`src/rtl/paint_pkg.sv`:
```
// paint_pkg: shared brush/state types and grid geometry for the paint controller
package paint_pkg;
  localparam int GRID_W      = 64;
  localparam int GRID_H      = 60;
  localparam int CELL_SHIFT  = 3;
  localparam int PIX_LIMIT_X = 512;
  localparam int PIX_LIMIT_Y = 480;
  typedef enum logic [1:0] {WALL, START, END, ERASE} brush_e;
  typedef enum logic [2:0] {IDLE, PAINT, ERASE_OLD, PLACE, CLEAR} state_e;
  typedef struct packed {
    logic [5:0] cx;
    logic [5:0] cy;
  } cell_t;
endpackage

```
`src/rtl/paint_brush_ctrl_if.sv`:
```
// paint_brush_ctrl_if: mouse/brush inputs and render-stage paint port
interface paint_brush_ctrl_if;
  logic       Run;
  logic [9:0] MouseX;
  logic [9:0] MouseY;
  logic       BtnLeft;
  logic       BtnRight;
  logic [1:0] BrushSel;
  logic       ClearReq;
  logic       WE;
  logic [9:0] WriteX;
  logic [9:0] WriteY;
  logic [7:0] WritePixel;
  logic       Busy;
  modport master (
    output Run, MouseX, MouseY, BtnLeft, BtnRight, BrushSel, ClearReq,
    input  WE, WriteX, WriteY, WritePixel, Busy
  );
  modport slave (
    input  Run, MouseX, MouseY, BtnLeft, BtnRight, BrushSel, ClearReq,
    output WE, WriteX, WriteY, WritePixel, Busy
  );
endinterface

```
`src/rtl/grid_sweep_cnt.sv`:
```
// grid_sweep_cnt: row-major cell walker over the 64x60 grid
module grid_sweep_cnt
  import paint_pkg::*;
(
  input  logic       Clk,
  input  logic       Reset,
  input  logic       start,
  input  logic       advance,
  output logic [5:0] cx,
  output logic [5:0] cy,
  output logic       last
);
  assign last = cx == 6'(GRID_W - 1) && cy == 6'(GRID_H - 1);
  // start claims the origin; if it is consumed in the same cycle the walk resumes at cell 1
  always_ff @(posedge Clk)
    if (Reset) begin
      cx <= '0;
      cy <= '0;
    end else if (start) begin
      cx <= {5'b0, advance};
      cy <= '0;
    end else if (advance) begin
      cx <= cx == 6'(GRID_W - 1) ? '0 : cx + 6'd1;
      cy <= cx != 6'(GRID_W - 1) ? cy : last ? '0 : cy + 6'd1;
    end
endmodule

```
`src/rtl/paint_brush_ctrl.sv`:
```
// paint_brush_ctrl: turns mouse samples and brush selection into single-cell paint writes
module paint_brush_ctrl
  import paint_pkg::*;
#(
  parameter logic [7:0] WALL_COLOR  = 8'd3,
  parameter logic [7:0] START_COLOR = 8'd1,
  parameter logic [7:0] END_COLOR   = 8'd2,
  parameter logic [7:0] ERASE_COLOR = 8'd0
) (
  input logic               Clk,
  input logic               Reset,
  paint_brush_ctrl_if.slave bus
);
  state_e     state, state_n;
  brush_e     brush, lat_brush;
  cell_t      cur, lat, old, start_c, end_c, last_c;
  logic       start_v, end_v, last_v, prev_press;
  logic [7:0] col, last_col, pix_n;
  logic       cell_ok, press, trig, clear_go, commit, place_old;
  logic       sweep_start, sweep_last, sweep_done;
  logic [5:0] sx, sy;
  logic       we_n, busy_n;
  logic [9:0] x_n, y_n;

  function automatic logic [7:0] color_of(brush_e b);
    return b == WALL ? WALL_COLOR : b == START ? START_COLOR : b == END ? END_COLOR : ERASE_COLOR;
  endfunction

  function automatic logic [9:0] pix(logic [5:0] c);
    return {1'b0, c, 3'b000};
  endfunction

  assign cur        = {bus.MouseX[CELL_SHIFT +: 6], bus.MouseY[CELL_SHIFT +: 6]};
  assign cell_ok    = bus.MouseX < 10'(PIX_LIMIT_X) && bus.MouseY < 10'(PIX_LIMIT_Y);
  assign press      = bus.BtnLeft | bus.BtnRight;
  assign brush      = bus.BtnRight ? ERASE : brush_e'(bus.BrushSel);
  assign col        = color_of(brush);
  assign clear_go   = bus.ClearReq && state != CLEAR;
  assign commit     = !bus.Run && !bus.ClearReq;
  assign sweep_done = state == CLEAR && !bus.Run && sweep_last;
  assign trig       = state == IDLE && commit && cell_ok && press &&
                      (!last_v || !prev_press || cur != last_c || col != last_col);
  assign place_old  = brush == START ? start_v && start_c != cur : end_v && end_c != cur;

  grid_sweep_cnt u_sweep (
    .Clk     (Clk),
    .Reset   (Reset),
    .start   (sweep_start),
    .advance (!bus.Run),
    .cx      (sx),
    .cy      (sy),
    .last    (sweep_last)
  );

  // Next state and next paint-port value; idle shows the cursor in the brush colour
  always_comb begin
    state_n     = state;
    sweep_start = 1'b0;
    we_n        = 1'b0;
    busy_n      = 1'b0;
    x_n         = bus.MouseX;
    y_n         = bus.MouseY;
    pix_n       = color_of(brush_e'(bus.BrushSel));
    if (clear_go) begin
      state_n     = CLEAR;
      sweep_start = 1'b1;
      busy_n      = 1'b1;
      we_n        = !bus.Run;
      x_n         = '0;
      y_n         = '0;
      pix_n       = ERASE_COLOR;
    end else if (state == CLEAR) begin
      busy_n = 1'b1;
      if (!bus.Run) begin
        we_n    = 1'b1;
        x_n     = pix(sx);
        y_n     = pix(sy);
        pix_n   = ERASE_COLOR;
        state_n = sweep_last ? IDLE : CLEAR;
      end
    end else if (trig)
      state_n = brush inside {WALL, ERASE} ? PAINT : place_old ? ERASE_OLD : PLACE;
    else if (state != IDLE && !bus.Run) begin
      we_n    = 1'b1;
      x_n     = pix(state == ERASE_OLD ? old.cx : lat.cx);
      y_n     = pix(state == ERASE_OLD ? old.cy : lat.cy);
      pix_n   = state == ERASE_OLD ? ERASE_COLOR : color_of(lat_brush);
      state_n = state == ERASE_OLD ? PLACE : IDLE;
    end
  end

  // State register and registered paint port
  always_ff @(posedge Clk)
    if (Reset) begin
      state          <= IDLE;
      prev_press     <= 1'b0;
      bus.WE         <= 1'b0;
      bus.WriteX     <= '0;
      bus.WriteY     <= '0;
      bus.WritePixel <= ERASE_COLOR;
      bus.Busy       <= 1'b0;
    end else begin
      state          <= state_n;
      prev_press     <= press;
      bus.WE         <= we_n;
      bus.WriteX     <= x_n;
      bus.WriteY     <= y_n;
      bus.WritePixel <= pix_n;
      bus.Busy       <= busy_n;
    end

  // Target cell and brush are frozen at the trigger so mouse motion cannot disturb a placement
  always_ff @(posedge Clk)
    if (trig) begin
      lat       <= cur;
      lat_brush <= brush;
      old       <= brush == START ? start_c : end_c;
    end

  // Start/end/last-write tracking; any write landing on a tracked cell retires that tracking
  always_ff @(posedge Clk)
    if (Reset || sweep_done) begin
      start_v <= 1'b0;
      end_v   <= 1'b0;
      last_v  <= 1'b0;
    end else begin
      if (trig) begin
        last_v   <= 1'b1;
        last_c   <= cur;
        last_col <= col;
      end
      if (commit && state == PAINT) begin
        if (start_c == lat) start_v <= 1'b0;
        if (end_c == lat) end_v <= 1'b0;
      end
      if (commit && state == PLACE) begin
        if (lat_brush == START) begin
          start_v <= 1'b1;
          start_c <= lat;
          if (end_c == lat) end_v <= 1'b0;
        end else begin
          end_v <= 1'b1;
          end_c <= lat;
          if (start_c == lat) start_v <= 1'b0;
        end
      end
    end
endmodule

```
`src/flat_wrapper.sv`:
```
// flat-port wrapper written by rule: the top's interface ports become plain ports
module paint_brush_ctrl_flat import paint_pkg::*;
#(
  parameter logic [7:0] WALL_COLOR  = 8'd3,
  parameter logic [7:0] START_COLOR = 8'd1,
  parameter logic [7:0] END_COLOR   = 8'd2,
  parameter logic [7:0] ERASE_COLOR = 8'd0
)
  (Clk, Reset, bus_Run, bus_MouseX, bus_MouseY, bus_BtnLeft, bus_BtnRight, bus_BrushSel, bus_ClearReq, bus_WE, bus_WriteX, bus_WriteY, bus_WritePixel, bus_Busy);
  paint_brush_ctrl_if bus_i ();
  input logic Clk;
  input logic Reset;
  input wire logic [$bits(bus_i.Run)-1:0] bus_Run;
  input wire logic [$bits(bus_i.MouseX)-1:0] bus_MouseX;
  input wire logic [$bits(bus_i.MouseY)-1:0] bus_MouseY;
  input wire logic [$bits(bus_i.BtnLeft)-1:0] bus_BtnLeft;
  input wire logic [$bits(bus_i.BtnRight)-1:0] bus_BtnRight;
  input wire logic [$bits(bus_i.BrushSel)-1:0] bus_BrushSel;
  input wire logic [$bits(bus_i.ClearReq)-1:0] bus_ClearReq;
  output wire logic [$bits(bus_i.WE)-1:0] bus_WE;
  output wire logic [$bits(bus_i.WriteX)-1:0] bus_WriteX;
  output wire logic [$bits(bus_i.WriteY)-1:0] bus_WriteY;
  output wire logic [$bits(bus_i.WritePixel)-1:0] bus_WritePixel;
  output wire logic [$bits(bus_i.Busy)-1:0] bus_Busy;
  assign bus_i.Run = bus_Run;
  assign bus_i.MouseX = bus_MouseX;
  assign bus_i.MouseY = bus_MouseY;
  assign bus_i.BtnLeft = bus_BtnLeft;
  assign bus_i.BtnRight = bus_BtnRight;
  assign bus_i.BrushSel = bus_BrushSel;
  assign bus_i.ClearReq = bus_ClearReq;
  assign bus_WE = bus_i.WE;
  assign bus_WriteX = bus_i.WriteX;
  assign bus_WriteY = bus_i.WriteY;
  assign bus_WritePixel = bus_i.WritePixel;
  assign bus_Busy = bus_i.Busy;
  paint_brush_ctrl #(.WALL_COLOR(WALL_COLOR), .START_COLOR(START_COLOR), .END_COLOR(END_COLOR), .ERASE_COLOR(ERASE_COLOR)) u_core (.Clk(Clk), .Reset(Reset), .bus(bus_i));
endmodule
```
`config.mk`:
```
export PLATFORM = sky130hd
export DESIGN_NAME = paint_brush_ctrl_flat
export DESIGN_NICKNAME = d
export VERILOG_FILES = /design/src/rtl/paint_pkg.sv /design/src/rtl/paint_brush_ctrl_if.sv /design/src/rtl/grid_sweep_cnt.sv /design/src/rtl/paint_brush_ctrl.sv /design/src/flat_wrapper.sv
export SDC_FILE = /design/constraint.sdc
export NUM_CORES = 1
export LEC_CHECK = 0
export CELL_PAD_IN_SITES_DETAIL_PLACEMENT = 1
export CELL_PAD_IN_SITES_GLOBAL_PLACEMENT = 2
export CORE_UTILIZATION = 28
export DETAILED_ROUTE_END_ITERATION = 12
export PLACE_DENSITY = 0.59
export SLEW_MARGIN = 20
export SYNTH_ARGS = -nofsm -noshare
export SYNTH_HDL_FRONTEND = slang
export SYNTH_SLANG_ARGS = --single-unit
```
`constraint.sdc`:
```
create_clock -name Clk -period 6.7 [get_ports Clk]
set_input_delay 1.675 -clock Clk [delete_from_list [all_inputs] [get_ports Clk]]
set_output_delay 1.675 -clock Clk [all_outputs]
set_load 0.1 [all_outputs]
```
==> impl_metrics.env, run 1 <==
export IMPL_worst_path_most_repeated_cell="buf_4"
export IMPL_dp_cells=650
export IMPL_async_flop_share_pct=0
export IMPL_row_count=47
export IMPL_tightestPinTransition_ps=977
export IMPL_gp_congestion=0.808
export IMPL_hold_violations=0
export IMPL_grt_max_degree=31
export IMPL_seq_area_frac_synth_pct=58.4
export IMPL_max_freq_mhz=244
export IMPL_power_leakage_nw=1.92
export IMPL_fin_crit_ps=4090
export IMPL_path_clk_slew_ps=70
export IMPL_grt_pass1_vias=3442
export IMPL_wl_per_cell_um=20.9
export IMPL_drv_slew=0
export IMPL_final_nets=472
export IMPL_drive_above_1_share_pct=8.52
export IMPL_preCtsSetupSlack_ps=2040
export IMPL_ant_nets=0
export IMPL_synth_cells=393
export IMPL_crit_family="simple AND/OR/NAND/NOR gates"
export IMPL_ys_warn_count=0
export IMPL_grt_pass1_wl_mm=21.6
export IMPL_ctsHtreeMaxLevel=3
export IMPL_routed_wl_mm=13.9
export IMPL_placed_area_um2=5480
export IMPL_p_per_area_nw_per_um2=248
export IMPL_timing_hold_ws_ps=497
export IMPL_ioPinCount=58
export IMPL_path_buf_inv=3
export IMPL_fin_ws_ps=2610
export IMPL_startpoint_type="primary input"
export IMPL_cap_violations=0
export IMPL_fin_util_pct=34.8
export IMPL_die_h_um=132
export IMPL_die_area_um2=17600
export IMPL_dr_pass1_iters=4
export IMPL_cts_setup_buffers=0
export IMPL_grt_antenna_before_repair=0
export IMPL_cpPeakStageDelay_ps=630
export IMPL_cts_tree="built"
export IMPL_cp_required_ps=6690
export IMPL_grt_ovfl_total=0
export IMPL_fin_area_um2=5770
export IMPL_cts_buffers=9
export IMPL_avgViaCountPerCell=4.87
export IMPL_die_w_um=132
export IMPL_n_antenna_cell=0
export IMPL_timing_final_crit_share_pct=61.1
export IMPL_avgSynthCellArea_um2=12.1
export IMPL_outcome="finished clean"
export IMPL_drtIter0Drc=145
export IMPL_postCtsHoldBufs=0
export IMPL_core_area_um2=16600
export IMPL_hold_class="flip-flop to flip-flop"
export IMPL_top_usage_layer="met2"
export IMPL_cp_end_kind="flip-flop"
export IMPL_dpl_hpwl_mm=10.0
export IMPL_finClkSkew_ps=10.2
export IMPL_io_buffers=51
export IMPL_synth_edf_count=64
export IMPL_clock_path_buffers=2
export IMPL_path_max_fanout=30
export IMPL_crit_path_cell_trace="clkdlybuf4s50_1 -> buf_4 -> nor4_1 -> nand3_1 -> a21oi_2 -> buf_4 -> and2_1"
export IMPL_arrival_ps=4090
export IMPL_slowest_stage="and2_1"
export IMPL_area_growth_synth_to_final_pct=21.1
export IMPL_grt_total_usage_pct=17.0
export IMPL_rsz0062_at_grt="false"
export IMPL_ys_flop_type="edfxtp_1"
export IMPL_ys_ff_latch=107
export IMPL_use_met2_pct=28.2
export IMPL_finalPower_mw=1.43
export IMPL_setup_viol=0
export IMPL_clockRootBuffer="clkbuf_16"
export IMPL_clk_latency_ps=360
export IMPL_stdcell_count=666
export IMPL_start_util_pct=28.8
export IMPL_cts_sinks=107
export IMPL_met3_usage_pct=2.68
export IMPL_crit_type="primary input to flip-flop"
export IMPL_synthDistinctLibCells=47
export IMPL_slew_limit_headroom_pct=34.7
export IMPL_netlist_area_um2=4770
export IMPL_ir_worst_vdd_v=0.000136
export IMPL_vias=3242
export IMPL_fin_tns_setup_ps=0
export IMPL_cts_resized=0
export IMPL_drc=0
export IMPL_met1_usage_pct=22.0
[report_power, final]
part	total (mW)	switching, mW	internal, mW
Clock	0.531	0.242	0.289
Sequential	0.715	0.00803	0.707
Combinational	0.185	0.133	0.0520
Total	1.43	0.383	1.05
[cell usage in the layout, fill, tap and decap left out, types with 2 or more instances in the layout]
cell,n
nand2_1,6
clkinv_2,2
nor2_1,30
xor2_1,42
inv_1,7
dfxtp_1,43
o32a_1,2
a2111oi_0,5
conb_1,6
clkdlybuf4s50_1,51
a31oi_1,2
o221ai_1,7
nand3_1,9
clkbuf_1,2
edfxtp_1,64
nor2b_1,7
o41ai_1,2
o21ai_0,3
ha_1,3
nand4_1,10
nand4b_1,2
xnor2_1,28
and3_1,8
nor2_2,2
clkbuf_16,9
mux2i_1,9
a21oi_1,17
a21oi_2,2
buf_4,3
or2_2,2
mux2_2,12
o22ai_1,5
nor3_1,13
nand2b_1,4
and2_1,2
nor4_1,9
[cell type report]
type / count / area (µm²)
clock buffer: 11 / 233
clock inverter: 5 / 52.6
multi-input combinational: 262 / 1870
tap: 220 / 275
sequential: 107 / 2780
inverter: 7 / 26.3
timing repair buffer: 54 / 533
fill: 1841 / 10800
[cells by family (layout without fill, tap and decap cells)]
logic type	count (synthesis)	count (layout)	synth area share, %
multiplexers	21	21	4.72
AO/OA/AOI/OAI	49	49	7.11
adder cells (fa/ha/maj)	3	3	0.787
other	1	6	0.0786
buffers and inverters	29	77	2.94
AND/OR/NAND/NOR	113	113	13.1
XOR/XNOR	70	70	12.9
flip-flops	107	107	58.4
[synth_stat cells (4+ instances only)]
master,n,share of area (%)
edfxtp_1,64,40
nor2b_1,7,0.92
inv_1,7,0.55
clkbuf_1,8,0.63
a21oi_1,17,1.8
nor2_1,32,2.5
dfxtp_1,43,18
buf_2,6,0.63
nand2b_1,4,0.52
nor4_1,9,1.2
o221ai_1,7,1.3
and3_1,8,1.0
nor3_1,13,1.4
mux2i_1,9,1.9
nand2_1,6,0.47
buf_4,6,0.94
nand4_1,10,1.3
a2111oi_0,5,0.92
o22ai_1,5,0.66
xor2_1,42,7.7
nand3_1,9,0.94
mux2_2,12,2.8
xnor2_1,28,5.1
[path summary, 6_finish.rpt]
kind                                 startpoint          endpoint  slack (ps)  cells past startpoint
worst max register to register  u_core.state[1]  u_core.last_c[4]        3950                      6
worst max-delay path                    bus_Run  u_core.last_c[4]        2610                      7
worst min register to register    u_core.last_v     u_core.last_v         500                      1
worst min-delay path              u_core.last_v     u_core.last_v         500                      1
[flip-flops by register name, summed over array words and instances, names as in the netlist, 3 cells and up]
register and count:
u_core.bus.WriteX 10, u_core.start_c 12, u_core.old 12, u_core.lat 12
u_core.u_sweep.cx 6, u_core.bus.WriteY 10, u_core.last_c 12, u_core.u_sweep.cy 6
u_core.state 3, u_core.end_c 12
[metal layers]
metal	vias up	routed length, µm
li1	1518	-
met2	74	6630
met4	0	267
met5	-	0
met1	1635	6460
met3	15	570
Note: power is estimated with default switching activity, not from simulation.
==> run 2: changes to the inputs <==
==> constraint.sdc (replaced) <==
create_clock -name Clk -period 3.9 [get_ports Clk]
set_input_delay 0.975 -clock Clk [delete_from_list [all_inputs] [get_ports Clk]]
set_output_delay 0.975 -clock Clk [all_outputs]
set_load 0.1 [all_outputs]
==> run 2 against run 1 <==
Routed wire length up 0.76%; non-clock buffer count up 13; first-iteration DRC count down 12%; setup slack worse by 1500 ps; final cell count up 2.0%; combinational power up 76%; clock skew about the same; sequential power up 72%; clock-buffer cell count up 1; hold slack worse by 7.1 ps; sequential share of layout area down 0.84 points; via count up 0.65%; largest cell class unchanged; highest routed layer unchanged.
==> impl_metrics.env, run 2 (synthesis gave the netlist of run 1 again) <==
export IMPL_final_nets=485
export IMPL_area_growth_synth_to_final_pct=23.2
export IMPL_core_area_um2=16600
export IMPL_crit_type="primary input to flip-flop"
export IMPL_ant_nets=0
export IMPL_drc=0
export IMPL_cts_setup_buffers=0
export IMPL_gp_congestion=0.837
export IMPL_fin_tns_setup_ps=0
export IMPL_io_buffers=51
export IMPL_path_clk_slew_ps=70
export IMPL_n_antenna_cell=0
export IMPL_most_common_layout_cells="edfxtp_1, clkdlybuf4s50_1, dfxtp_1"
export IMPL_cts_tree="built"
export IMPL_cts_sinks=107
export IMPL_routed_wl_mm=14.0
export IMPL_slew_limit_headroom_pct=34.0
export IMPL_row_count=47
export IMPL_ctsHtreeMaxLevel=3
export IMPL_wl_per_cell_um=20.7
export IMPL_power_leakage_nw=1.99
export IMPL_start_util_pct=28.8
export IMPL_die_h_um=132
export IMPL_dpl_hpwl_mm=10.1
export IMPL_grt_pass1_vias=3424
export IMPL_outcome="finished clean"
export IMPL_vias=3263
export IMPL_tightestPinTransition_ps=988
export IMPL_cp_end_kind="flip-flop"
export IMPL_setup_viol=0
export IMPL_cts_buffers=9
export IMPL_fin_crit_ps=2810
export IMPL_dr_pass1_iters=4
export IMPL_rsz0062_at_grt="false"
export IMPL_grt_pass1_wl_mm=21.7
export IMPL_n_fill_cell=1780
export IMPL_die_area_um2=17600
export IMPL_grt_ovfl_total=0
export IMPL_startpoint_type="primary input"
export IMPL_ioPinCount=58
export IMPL_postCtsHoldBufs=0
export IMPL_drv_slew=0
export IMPL_p_per_area_nw_per_um2=422
export IMPL_grt_total_usage_pct=17.1
export IMPL_timing_hold_ws_ps=490
export IMPL_finClkSkew_ps=10.4
export IMPL_clock_path_buffers=2
export IMPL_clockRootBuffer="clkbuf_16"
export IMPL_arrival_ps=2900
export IMPL_hold_class="flip-flop to flip-flop"
export IMPL_clk_latency_ps=350
export IMPL_grt_antenna_before_repair=0
export IMPL_cp_required_ps=4000
export IMPL_drive_above_1_share_pct=10.5
export IMPL_cts_resized=0
export IMPL_avgViaCountPerCell=4.81
export IMPL_die_w_um=132
export IMPL_max_freq_mhz=356
export IMPL_cap_violations=0
export IMPL_ir_worst_vdd_v=0.000189
export IMPL_layout_commonest_cell="edfxtp_1"
export IMPL_finalPower_mw=2.48
export IMPL_drtIter0Drc=128
export IMPL_timing_final_crit_share_pct=72.0
export IMPL_grt_max_degree=30
export IMPL_path_max_fanout=14
export IMPL_hold_violations=0
==> run 2: per-layer routing <==
layer / vias to the layer above / track usage [%] / share of wire [%]
met5: - / 0 / 0
met4: 0 / 5.62 / 1.5
met3: 14 / 3.30 / 4.0
met2: 76 / 27.2 / 46
met1: 1623 / 23.2 / 48
li1: 1550 / - / -
==> run 2: through the flow <==
| stage | cells | utilization [%] | worst slack [ps] | area [µm²] |
|---|---|---|---|---|
| CTS | 679 | 35.4 | 1070 | 5880 |
| floorplan | 398 | - | 640 | 4790 |
| detailed placement | 663 | 33.6 | 703 | 5580 |
| finish | 679 | 35.4 | 1090 | 5880 |
| global route | 679 | 35.4 | 959 | 5880 |
| global placement | 663 | 33.6 | 662 | 5580 |
==> run 2: power by group <==
part | internal, mW | switching, mW
combinational | 0.0944 | 0.231
clock | 0.516 | 0.410
sequential | 1.21 | 0.0133
total | 1.82 | 0.654
==> run 2: worst max-delay path, cell delays in order <==
cell             delay (ps)
clkdlybuf4s50_1         470
nor2_1                  250
ha_1                    760
mux2_2                  440
==> run 2: final timing paths <==
kind                             start              end  slack (ps)  cells after the start
setup / recovery          bus_BtnRight    u_core.old[3]        1090                      4
hold / removal           u_core.last_v    u_core.last_v         490                      1
setup reg to reg  u_core.u_sweep.cx[0]  u_core.end_c[9]        1570                      8
hold reg to reg          u_core.last_v    u_core.last_v         490                      1
==> run 2: area by class of cell <==
| class | instances | area, µm² | area share [%] |
|---|---|---|---|
| well taps | 220 | 275 | 4.68 |
| clock buffers | 12 | 246 | 4.20 |
| inverters | 7 | 26.3 | 0.447 |
| repair buffers | 67 | 631 | 10.7 |
| clock inverters | 4 | 50.0 | 0.852 |
| flip-flops and latches | 107 | 2780 | 47.4 |
| multi-input cells | 262 | 1860 | 31.7 |
